--- config.mk ---
export PLATFORM = sky130hd
export DESIGN_NAME = fetch_unit
export DESIGN_NICKNAME = d
export VERILOG_FILES = /design/src/rtl/riscv_pkg.sv /design/src/rtl/fetch_fifo.sv /design/src/rtl/fetch_unit.sv
export SDC_FILE = /design/constraint.sdc
export NUM_CORES = 1
export LEC_CHECK = 0
export CAP_MARGIN = 20
export CORE_ASPECT_RATIO = 1.2
export CORE_UTILIZATION = 30
export DETAILED_ROUTE_END_ITERATION = 6
export GPL_ROUTABILITY_DRIVEN = 1
export SLEW_MARGIN = 20
export SYNTH_ARGS = -nofsm -noshare
export SYNTH_HDL_FRONTEND = slang
export SYNTH_SLANG_ARGS = --single-unit
--- constraint.sdc ---
create_clock -name clk -period 12.2 [get_ports clk]
set_input_delay 2.44 -clock clk [delete_from_list [all_inputs] [get_ports clk]]
set_output_delay 2.44 -clock clk [all_outputs]
set_load 0.01 [all_outputs]
--- src/rtl/riscv_pkg.sv ---
// rtl/riscv_pkg.sv - shared fetch-side constants and instruction-memory types
package riscv_pkg;
   localparam int XLEN = 32;
   localparam logic [XLEN-1:0] NOP_INSTR = 32'h0000_0013;

   typedef struct packed {
      logic            req;
      logic [XLEN-1:0] addr;
   } imem_req_t;

   typedef struct packed {
      logic            rvalid;
      logic [XLEN-1:0] rdata;
   } imem_rsp_t;

   typedef struct packed {
      logic [XLEN-1:0] pc;
      logic [XLEN-1:0] instr;
   } fetch_entry_t;
endpackage

--- src/rtl/fetch_fifo.sv ---
// rtl/fetch_fifo.sv - synchronous FIFO with flush, used for fetched entries and request PCs
module fetch_fifo #(
   parameter int WIDTH = 64,
   parameter int DEPTH = 2
) (
   input  logic                     clk,
   input  logic                     rst,
   input  logic                     push,
   input  logic [WIDTH-1:0]         push_data,
   input  logic                     pop,
   output logic [WIDTH-1:0]         pop_data,
   input  logic                     flush,
   output logic                     full,
   output logic                     empty,
   output logic [$clog2(DEPTH):0]   count
);
   localparam int AW = $clog2(DEPTH);

   logic [WIDTH-1:0] mem_q [DEPTH];
   logic [WIDTH-1:0] mem_d [DEPTH];
   logic [AW-1:0]    wr_ptr_q, wr_ptr_d, rd_ptr_q, rd_ptr_d;
   logic [AW:0]      count_q, count_d;

   always_comb begin
      mem_d    = mem_q;
      wr_ptr_d = wr_ptr_q;
      rd_ptr_d = rd_ptr_q;
      count_d  = count_q;
      if (flush) begin
         wr_ptr_d = '0;
         rd_ptr_d = '0;
         count_d  = '0;
      end else begin
         if (push) begin
            mem_d[wr_ptr_q] = push_data;
            wr_ptr_d        = wr_ptr_q + AW'(1);
         end
         if (pop) begin
            rd_ptr_d = rd_ptr_q + AW'(1);
         end
         count_d = count_q + (AW+1)'(push) - (AW+1)'(pop);
      end
   end

   always_ff @(posedge clk) begin
      mem_q <= mem_d;
      if (rst) begin
         wr_ptr_q <= '0;
         rd_ptr_q <= '0;
         count_q  <= '0;
      end else begin
         wr_ptr_q <= wr_ptr_d;
         rd_ptr_q <= rd_ptr_d;
         count_q  <= count_d;
      end
   end

   assign pop_data = mem_q[rd_ptr_q];
   assign full     = (count_q == (AW+1)'(DEPTH));
   assign empty    = (count_q == '0);
   assign count    = count_q;

   a_no_overflow: assert property (@(posedge clk) disable iff (rst) !(push && full && !pop));
   a_no_underflow: assert property (@(posedge clk) disable iff (rst) !(pop && empty && !flush));
endmodule

--- src/rtl/fetch_unit.sv ---
// rtl/fetch_unit.sv - credit-limited instruction fetch with in-order response queue and redirect drop accounting
module fetch_unit
   import riscv_pkg::*;
#(
   parameter logic [XLEN-1:0] RESET_PC = 32'h0000_0000,
   parameter int              FQ_DEPTH = 2
) (
   input  logic            clk,
   input  logic            rst,
   input  logic            stallF,
   input  logic            stallD,
   input  logic            flushD,
   input  logic            br_selE,
   input  logic [XLEN-1:0] br_targetE,
   output logic            imem_req,
   output logic [XLEN-1:0] imem_addr,
   input  logic            imem_gnt,
   input  logic            imem_rvalid,
   input  logic [XLEN-1:0] imem_rdata,
   output logic [XLEN-1:0] instrD,
   output logic [XLEN-1:0] pcD,
   output logic [XLEN-1:0] pc4D,
   output logic            validD
);
   localparam int CW = $clog2(FQ_DEPTH) + 1;

   logic [XLEN-1:0] pc_q, pc_d;
   logic [CW-1:0]   outstanding_q, outstanding_d;
   logic [CW-1:0]   drop_cnt_q, drop_cnt_d;
   logic [XLEN-1:0] instr_q, instr_d, pcd_q, pcd_d, pc4d_q, pc4d_d;
   logic            valid_q, valid_d;

   imem_req_t       mreq;
   imem_rsp_t       mrsp;
   logic            hs, rsp_live, dec_load, bypass;
   fetch_entry_t    q_wdata, q_head;
   logic            q_push, q_pop, q_full, q_empty;
   logic [CW-1:0]   q_count;
   logic [XLEN-1:0] pc_head;
   logic            pc_full, pc_empty;
   logic [CW-1:0]   pc_count;
   logic            unused_sigs;

   always_comb begin
      mrsp     = '{rvalid: imem_rvalid, rdata: imem_rdata};
      // Outstanding requests reserve queue slots, so a response always has somewhere to land.
      mreq.req = !rst && !stallF && !br_selE &&
                 (({1'b0, q_count} + {1'b0, outstanding_q}) < (CW+1)'(FQ_DEPTH));
      mreq.addr = pc_q;
      hs        = mreq.req && imem_gnt;
      rsp_live  = mrsp.rvalid && (drop_cnt_q == '0);
      dec_load  = !stallD && !flushD && !br_selE;
      bypass    = dec_load && q_empty && rsp_live;
      q_pop     = dec_load && !q_empty;
      q_push    = rsp_live && !bypass;
      q_wdata   = '{pc: pc_head, instr: mrsp.rdata};

      pc_d = pc_q;
      if (br_selE) begin
         pc_d = {br_targetE[XLEN-1:2], 2'b00};
      end else if (hs) begin
         pc_d = pc_q + 32'd4;
      end

      outstanding_d = outstanding_q + CW'(hs) - CW'(mrsp.rvalid);
      drop_cnt_d    = drop_cnt_q;
      // Everything still in flight after a redirect is stale, including earlier drops.
      if (br_selE) begin
         drop_cnt_d = outstanding_q - CW'(mrsp.rvalid);
      end else if (mrsp.rvalid && !rsp_live) begin
         drop_cnt_d = drop_cnt_q - CW'(1);
      end

      instr_d = instr_q;
      pcd_d   = pcd_q;
      pc4d_d  = pc4d_q;
      valid_d = valid_q;
      if (br_selE || flushD) begin
         instr_d = NOP_INSTR;
         valid_d = 1'b0;
      end else if (q_pop) begin
         instr_d = q_head.instr;
         pcd_d   = q_head.pc;
         pc4d_d  = q_head.pc + 32'd4;
         valid_d = 1'b1;
      end else if (bypass) begin
         instr_d = mrsp.rdata;
         pcd_d   = pc_head;
         pc4d_d  = pc_head + 32'd4;
         valid_d = 1'b1;
      end else if (dec_load) begin
         instr_d = NOP_INSTR;
         valid_d = 1'b0;
      end
   end

   always_ff @(posedge clk) begin
      if (rst) begin
         pc_q          <= RESET_PC;
         outstanding_q <= '0;
         drop_cnt_q    <= '0;
         instr_q       <= NOP_INSTR;
         pcd_q         <= '0;
         pc4d_q        <= 32'd4;
         valid_q       <= 1'b0;
      end else begin
         pc_q          <= pc_d;
         outstanding_q <= outstanding_d;
         drop_cnt_q    <= drop_cnt_d;
         instr_q       <= instr_d;
         pcd_q         <= pcd_d;
         pc4d_q        <= pc4d_d;
         valid_q       <= valid_d;
      end
   end

   fetch_fifo #(.WIDTH($bits(fetch_entry_t)), .DEPTH(FQ_DEPTH)) u_instr_q (
      .clk(clk), .rst(rst),
      .push(q_push), .push_data(q_wdata),
      .pop(q_pop), .pop_data(q_head),
      .flush(br_selE),
      .full(q_full), .empty(q_empty), .count(q_count)
   );

   // Request PCs in issue order; stale requests are flushed on redirect and never popped.
   fetch_fifo #(.WIDTH(XLEN), .DEPTH(FQ_DEPTH)) u_req_pc (
      .clk(clk), .rst(rst),
      .push(hs), .push_data(pc_q),
      .pop(rsp_live), .pop_data(pc_head),
      .flush(br_selE),
      .full(pc_full), .empty(pc_empty), .count(pc_count)
   );

   assign unused_sigs = ^{q_full, pc_full, pc_empty, pc_count, br_targetE[1:0]};

   assign imem_req  = mreq.req;
   assign imem_addr = mreq.addr;
   assign instrD    = instr_q;
   assign pcD       = pcd_q;
   assign pc4D      = pc4d_q;
   assign validD    = valid_q;
endmodule

Word level (Yosys, flattened, before mapping). Cells that the tools add are included.

Bitwise gates (word level): 6. Mux-type cells: 26. Order comparisons: 7. $add $sub $neg: 14. Reduce and logical (&&, ||, !) cells: 34.

Operator list (count): 2-to-1 mux 32 bit (13); 2-to-1 mux 64 bit (4); bitwise mux 128 bit (1); adder 32 x 3 -> 32 bit, second input constant (3); bitwise mux 64 bit (1); demux 64 bit (select 1 bit) (1); demux 32 bit (select 1 bit) (1); logical AND 1 bit (14); greater-or-equal comparator 2 bit, second input constant (4); logical NOT 1 bit (8); NOT 1 -> 2 bit (4); AND reduction 2 bit (3); nonzero test 2 bit (3); subtractor 2 x 1 -> 2 bit (3); adder 1 bit, second input constant (4); adder 2 x 1 -> 2 bit (2); logical NOT 2 bit (2); less-than comparator 2 x 1 -> 1 bit, second input constant (2); 2-to-1 mux 2 bit (2); OR reduction 2 bit (2); adder 2 x 2 -> 3 bit (1); less-than comparator 3 x 2 -> 1 bit, second input constant (1); 2-to-1 mux 1 bit (3); nonzero test 3 bit (1); 3 further kinds (4).

Bits in registers: 331. Output and inout port bits: 130. Bits of input ports: 72. Word-level logic and storage cells: 104.

Logic depth before layout (Yosys ltp). Gate-level depths: netlist of the first run.

Depth in word-level cells: 9. Depth in mapped cells: 15. Mapped depth without buffers: 12.

Cells and area by module. Synthesis of the first run repeated with hierarchy kept, for this count alone.

Cells, all modules: 1269. Area total of the unflattened synthesis: 14805.4 µm².

By module, submodules not included: fetch_unit (seq. area each 2582.5 µm², cells an instance 932, area an instance 7084.3 µm², instances 1); fetch_fifo (u_instr_q) (seq. area each 3923.8 µm², cells an instance 218, area an instance 5047.3 µm², instances 1); fetch_fifo (u_req_pc) (seq. area each 2001.9 µm², cells an instance 119, area an instance 2673.8 µm², instances 1).

Worst setup path before layout of the first run. Ideal clock, no wire load.

Path kind: input to register. Start: input br_selE. End: register u_instr_q.mem_q[100] in the netlist's numbering (enable). Required time: 11.565 ns. Library setup time: 0.635 ns. Arrival: 9.081 ns. Stages on the path: 6. Path slack: 2.484 ns. Buffers on the path: 3. Cells stage by stage: buf_6 -> or3_1 -> buf_2 -> clkbuf_1 -> nor2_1 -> nor4_1.

Longest elaborated chain between the ends: 7. Elaborated cells between the ends (all ways): 8. Those cells by class: bitwise (1); reduce/logical (7).

RTL lines: start, declared (line fetch_unit.sv:13) `input logic br_selE,`; logical NOT 1 bit (line fetch_unit.sv:52) `dec_load = !stallD && !flushD && !br_selE;`; logical AND 1 bit (line fetch_unit.sv:52); logical AND 1 bit (2 in series) (line fetch_unit.sv:53) `bypass = dec_load && q_empty && rsp_live;`; logical NOT 1 bit (line fetch_unit.sv:55) `q_push = rsp_live && !bypass;`; logical AND 1 bit (line fetch_unit.sv:55); AND reduction 2 bit (no source line) *; end signal, assigned (line fetch_fifo.sv:46) `mem_q <= mem_d;`; end, declared (line fetch_fifo.sv:19) `logic [WIDTH-1:0] mem_q [DEPTH];`.

Mark *: on every way between the ends. The rest lies on a longest branch, timed or not. A chain may end at the register's enable or synchronous reset.

Worst setup path in the final report of the first run.
Start: input stallD. End: register pc4d_q[22], in the netlist pc4D[22].

Longest elaborated chain between the ends: 7. Elaborated cells between the ends (all ways): 9. Those cells by class: mux (1); reduce/logical (8).

RTL lines: start, declared (line fetch_unit.sv:11) `input logic stallD,`; logical NOT 1 bit * (line fetch_unit.sv:52); logical AND 1 bit * (2 in series) (line fetch_unit.sv:52); logical AND 1 bit (2 in series) (line fetch_unit.sv:53); nonzero test 2 bit (no source line); AND reduction 2 bit (no source line); end signal, assigned (line fetch_unit.sv:112) `pc4d_q <= pc4d_d;`; end, declared (line fetch_unit.sv:30) `logic [XLEN-1:0] instr_q, instr_d, pcd_q, pcd_d, pc4d_q, pc4d_d;`.

Marked as above.

==> results by group, run 1 <==
GRT
  – Largest net degree at the start of global routing: 74
  – Vias in the first global route: between 10000 and 15000
  – Total global routing overflow: 0
  – Initial antenna violation count: 0
  – First-pass GRT wire length: approximately 61000 um
  – GRT Overall Usage: 16.5%

Clocking
  – Skew-Pair Late Insertion Delay: between 0.5 and 0.6 ns
  – H-tree depth: 2
  – CTS Hold Bufs: 0
  – Resized cells post-CTS: 0
  – Root buf cell: clkbuf_16
  – Clock sink count: about 320
  – CTS tree: done
  – CTS clk-pin slew, worst paths: roughly 0.060 ns
  – Post-CTS Setup Inserts: 0
  – Cts bufs inserted: 36
  – Clock tree buffer depth: 3

Synth
  – Seq/Total Area, Yosys: between 50 and 60%
  – Number of synthesized flops with an enable pin: ~180
  – Synth top area cells: edfxtp_1 (39%), dfxtp_1 (19%), mux2i_1 (4.6%)
  – Yosys Warn Count: 0
  – Ys flop type: edfxtp_1
  – Most instantiated cells after synthesis: edfxtp_1 (184), dfxtp_1 (133), a21oi_1 (124)
  – Synthesized instance count: 1308
  – Area share of the largest cell type after synthesis: between 30% and 40%
  – Post-synthesis cell area: 0.0141 mm2
  – Number of synthesized register bits: 317
  – Ys async rst share: 0%
  – Mean Syn Cell Area: ~11 um2
  – Post-synthesis cell type count: 64
  – Most common cell in the netlist: edfxtp_1
  – Leading area contributor after synthesis: edfxtp_1

Placement
  – IO Port Bufs: between 150 and 200
  – Placed inst area: 0.0166 mm2
  – Dpl hpwl: 26600 um
  – Placement Setup Slack: 5.07 ns
  – GP Congestion: 0.855
  – Placed cells: 2052

Cells and area
  – Multi-input logic area: 0.00547 mm2
  – Final instance area: between 0.015 and 0.02 mm2
  – Antenna cell count: 0
  – Share of cells above drive strength 1: 8.12%
  – Reg area: about 0.0082 mm2
  – Area growth from synthesis to layout: 26.1%
  – Non-Filler Instances: 2118
  – Fillers: 4469
  – Core Util, Final: 38.5%
  – Fin nets: approximately 1600

Route
  – Drt wl/cell: ~19 um
  – Routed WL: 39700 um
  – Wl on met1: about 16000 um
  – ANT nets after route: 0
  – Via density per instance: 5.14
  – Highest metal used: met4
  – Pre-Repair DR Iteration Count: 5
  – WL met2: 19600 um
  – Via count: 10880
  – Iteration-0 DRC Markers: a little under 600
  – # DRC: 0
  – Met3 Routed Length: 2370 um

Floorplan
  – I/O pin cnt: 202
  – Die height: 239 um
  – Die Width: 200 um
  – DIE AREA: 0.0478 mm2
  – Initial core utilization: 30.5%
  – Row count: 86
  – Core ar.: around 0.046 mm2

Timing
  – Fin. max-slew vios: 0
  – Final Hold Fails: 0
  – Final worst slack: roughly 5.5 ns
  – Period utilisation layout: a little over half
  – Min cycle time layout: 6.66 ns
  – Final setup vio count: 0
  – Slew headroom: 29.3%
  – Max Freq: 150 MHz
  – RSZ-0062 raised after global routing: no
  – Worst Tran Pin Value: 1.05 ns
  – Setup TNS: 0 ns
  – Clk_skew: 0.0352 ns

Min path
  – Hold path depth: 2
  – Hold path start: pcD[9]$_SDFFE_PP0P_
  – Min-Delay Path Class: flip-flop to flip-flop
  – Hold EP: pcD[9]$_SDFFE_PP0P_

Power
  – Leakage power: 5.73 nW
  – Pint: 0.00186 W
  – Clock power share: 42.5%
  – Power Dens Cells: 138 mW/mm2
  – Net Sw Power: 0.000596 W
  – Peak supply drop: 0.0839 mV
  – Reg power frac: 48.7%
  – Net Sw Frac: approximately a quarter
  – Gate power share: 8.8%

Worst setup path
  – Reg2reg path depth: 13
  – Worst EP arrival: 7.09 ns
  – Nature of the critical path startpoint: input pin
  – Critical path fanouts, max: 60
  – Reg2reg setup slack: 8.00 ns
  – Worst Setup End Kind: flip-flop
  – Crit path kind: input pin to flip-flop
  – Reg2reg start: u_instr_q.count[1]$_SDFF_PP0_
  – FF-to-FF End: pc4D[22]$_SDFFE_PP0P_
  – Crit path required time: 12.64 ns

Run status
  – Status: finished clean

Run
  – Max-cap viol count: 0
[worst max-delay path, cell delays in order]
cell and delay (ns):
clkdlybuf4s50_1 0.40, buf_4 0.26, nor3_2 0.21, buf_4 0.52, nand2_1 0.15, clkinv_1 0.07
buf_4 0.56, nor2_1 0.12, a21oi_1 0.22, ha_1 0.35, a21boi_0 0.23, a32oi_1 0.22
nor4_1 0.83, a21boi_0 0.19, o31a_1 0.28
[cells by family (layout without fill, tap and decap cells)]
logic type / Yosys count / in the layout / synth area share [%]
xor+xnor: 31 / 31 / 1.93
simple gates: 435 / 435 / 15.3
flops: 317 / 317 / 58.1
other cells: 1 / 6 / 0.0266
fa+ha+maj: 9 / 9 / 0.853
buf+inv: 116 / 305 / 3.47
compound gates: 312 / 312 / 13.9
mux: 87 / 87 / 6.38
[layer usage]
layer	GRT usage, %	vias to the layer above
met5	0	-
met4	6.08	0
met3	3.08	64
met2	28.8	346
met1	19.9	5293
li1	-	5177
[power by group through the flow]
stage | Combinational [W] | Sequential [W] | Clock, W
floorplan | 0.000111 | 0.00122 | 0
global placement | 0.000212 | 0.00122 | 0
detailed placement | 0.000215 | 0.00122 | 0
CTS | 0.000217 | 0.00120 | 0.00107
global route | 0.000235 | 0.00120 | 0.00111
finish | 0.000215 | 0.00120 | 0.00104
[cell usage in the layout (no fill, tap or decap), types with 23 or more instances in the layout]
master / n
clkdlybuf4s50_1: 191
edfxtp_1: 184
dfxtp_1: 131
a21oi_1: 123
nand2_1: 109
nor2_1: 101
mux2i_1: 65
o21ai_0: 64
nor3_1: 49
nor2b_1: 39
clkbuf_16: 37
nand3_1: 29
a211oi_1: 26
buf_4: 23
[how the worst max path moves through the flow]
stage | endpoint | cells past startpoint | from
finish | pc4D[22]$_SDFFE_PP0P_ | 15 | stallD
global route | pc4D[22]$_SDFFE_PP0P_ | 15 | stallD
CTS | pc4D[22]$_SDFFE_PP0P_ | 15 | stallD
detailed placement | pc4D[22]$_SDFFE_PP0P_ | 15 | stallD
global placement | pc4D[22]$_SDFFE_PP0P_ | 15 | stallD
floorplan | u_instr_q.mem_q[100]$_DFFE_PP_ | 6 | br_selE
[stage by stage]
stage	total power, W	hold slack, ns
floorplan	0.00133	0.476
global placement	0.00143	0.444
detailed placement	0.00143	0.447
CTS	0.00248	0.453
global route	0.00255	0.476
finish	0.00245	0.452
[area by class of cell]
class	count	share of cell area (%)
well taps	616	4.34
clock buffers	44	5.48
clock inverters	22	0.972
multi-input cells	880	30.8
flip-flops and latches	317	46.1
repair buffers	216	11.8
inverters	23	0.486
[flip-flops by register name, indices dropped and copies added, names as in the netlist]
| register | flops |
|---|---|
| u_req_pc.mem_q | 60 |
| u_instr_q.count | 2 |
| u_req_pc.wr_ptr_q | 1 |
| outstanding_q | 2 |
| pc4D | 30 |
| drop_cnt_q | 2 |
| imem_addr | 30 |
| validD | 1 |
| pcD | 30 |
| u_instr_q.mem_q | 124 |
| u_req_pc.rd_ptr_q | 1 |
| u_instr_q.rd_ptr_q | 1 |
| instrD | 32 |
| u_instr_q.wr_ptr_q | 1 |
(Power assumes the default switching activity.)
==> run 2: changes to the inputs <==
==> constraint.sdc (replaced) <==
create_clock -name clk -period 6.1 [get_ports clk]
set_input_delay 1.22 -clock clk [delete_from_list [all_inputs] [get_ports clk]]
set_output_delay 1.22 -clock clk [all_outputs]
set_load 0.01 [all_outputs]
==> results by group, run 2 (same netlist as run 1, synthesis figures left out) <==
Run status
  – Status: finished clean

Timing
  – Final setup vio count: 0
  – Max Freq: 231 MHz
  – Setup TNS: 0 ns
  – Final Hold Fails: 0
  – Clk_skew: 0.0315 ns
  – Period utilisation layout: 70.9%
  – RSZ-0062 raised after global routing: no
  – Fin Hold WS: ~0.45 ns
  – Final worst slack: 1.78 ns
  – Fin. max-slew vios: 0
  – Min cycle time layout: ~4.3 ns
  – Slew headroom: 29.0%
  – Worst Tran Pin Value: roughly 1.1 ns

Route
  – Via density per instance: 5.11
  – Drt wl/cell: 18.8 um
  – Iteration-0 DRC Markers: 694
  – Via count: approximately 11000
  – Routed WL: 39900 um
  – Pre-Repair DR Iteration Count: 5
  – # DRC: 0
  – ANT nets after route: 0

Clocking
  – Skew-Pair Late Insertion Delay: 0.55 ns
  – Post-CTS Setup Inserts: 0
  – CTS Hold Bufs: 0
  – H-tree depth: 2
  – CTS clk-pin slew, worst paths: 0.07 ns
  – Cts bufs inserted: 35
  – Clock tree buffer depth: 3
  – Root buf cell: clkbuf_16
  – CTS tree: done
  – Resized cells post-CTS: 0
  – Clock sink count: approximately 320

GRT
  – Met3 usage: 3.17%
  – Vias in the first global route: about 10000
  – GRT Overall Usage: around 17%
  – Total global routing overflow: 0
  – Busiest layer in global routing: met2
  – Global Route met2 Usage: 28.2%
  – Initial antenna violation count: 0
  – Met1 GRT Util: 20.1%
  – Largest net degree at the start of global routing: 95
  – First-pass GRT wire length: roughly 60000 um

Cells and area
  – Max reg flops: 124
  – Leading cell types in the layout, fill and taps excluded: clkdlybuf4s50_1 (191), edfxtp_1 (184), dfxtp_1 (131)
  – Share of cells above drive strength 1: 7.93%
  – Non-Filler Instances: 2117
  – Most flops, register: u_instr_q.mem_q
  – Area growth from synthesis to layout: 26.5%
  – Commonest non-fill, non-tap cell in the layout: clkdlybuf4s50_1
  – Fin nets: about 1600
  – Antenna cell count: 0

Floorplan
  – Die Width: about 200 um
  – Core ar.: 0.0462 mm2
  – I/O pin cnt: 202
  – Row count: 86
  – DIE AREA: 0.0478 mm2
  – Initial core utilization: roughly 31%
  – Die height: 239 um

Worst setup path
  – Crit path kind: input pin to flip-flop
  – Crit path required time: 6.56 ns
  – Nature of the critical path startpoint: input pin
  – Worst Setup End Kind: flip-flop
  – Critical path fanouts, max: 14
  – Worst EP arrival: about 4.8 ns

Placement
  – IO Port Bufs: 193
  – Placed cells: 2053
  – Placement Setup Slack: 1.21 ns
  – Dpl hpwl: 27000 um
  – GP Congestion: roughly 0.86

Power
  – Leakage power: about 5.7 nW
  – Power Dens Cells: 279 mW/mm2
  – Peak supply drop: 0.160 mV

Min path
  – Min-Delay Path Class: flip-flop to flip-flop

Run
  – Max-cap viol count: 0
==> run 2: changes by cell type in the layout (fill, tap and decap cells not counted), sizes merged <==
cell / previous run / this run
buf: 25 / 26
bufinv: 1 / 4
clkbuf: 44 / 48
clkinv: 19 / 8
clkinvlp: 1 / 4
inv: 24 / 23
==> run 2: critical path, stage by stage <==
cell	delay [ns]
clkdlybuf4s50_1	0.62
or3_1	0.84
a211oi_1	0.41
a32oi_1	0.26
or4_4	0.63
or4_1	0.53
a311oi_1	0.25
==> run 2: path summary, 6_finish.rpt <==
path	startpoint	to	slack, ns	depth (start not counted)
max	stallD	pc4D[31]$_SDFFE_PP0P_	1.78	7
min	pcD[17]$_SDFFE_PP0P_	pcD[17]$_SDFFE_PP0P_	0.45	2
min reg2reg	pcD[17]$_SDFFE_PP0P_	pcD[17]$_SDFFE_PP0P_	0.45	2
max reg2reg	u_req_pc.rd_ptr_q$_SDFFE_PP0P_	pc4D[30]$_SDFFE_PP0P_	2.27	10
==> run 2: layer usage <==
metal / vias up / wire length (um)
met2: 352 / 19500
met1: 5233 / 16500
met4: 0 / 1290
met3: 66 / 2500
met5: - / 0
li1: 5172 / -
==> run 2: power by group <==
group | switching (W) | internal (W) | total (W)
sequential | 0.0000614 | 0.00233 | 0.00240
combinational | 0.000242 | 0.000191 | 0.000433
clock | 0.000866 | 0.00128 | 0.00214
==> run 2: final cells by class <==
| cell class | count | area [um2] |
|---|---|---|
| clock buffer | 48 | 956 |
| clock inverter | 16 | 205 |
| fill | 4482 | 28300 |
| inverter | 23 | 86.3 |
| multi-input combinational | 880 | 5480 |
| sequential | 317 | 8190 |
| tap | 616 | 771 |
| timing repair buffer | 217 | 2130 |
==> run 2: stage by stage <==
stage	instance area [um2]	utilization [%]	total power (W)
2_1_floorplan	14100	-	0.00266
3_3_place_gp	16600	36.1	0.00286
3_5_place_dp	16600	36.1	0.00287
4_1_cts	17800	38.6	0.00503
5_1_grt	17800	38.6	0.00516
6_report	17800	38.6	0.00497
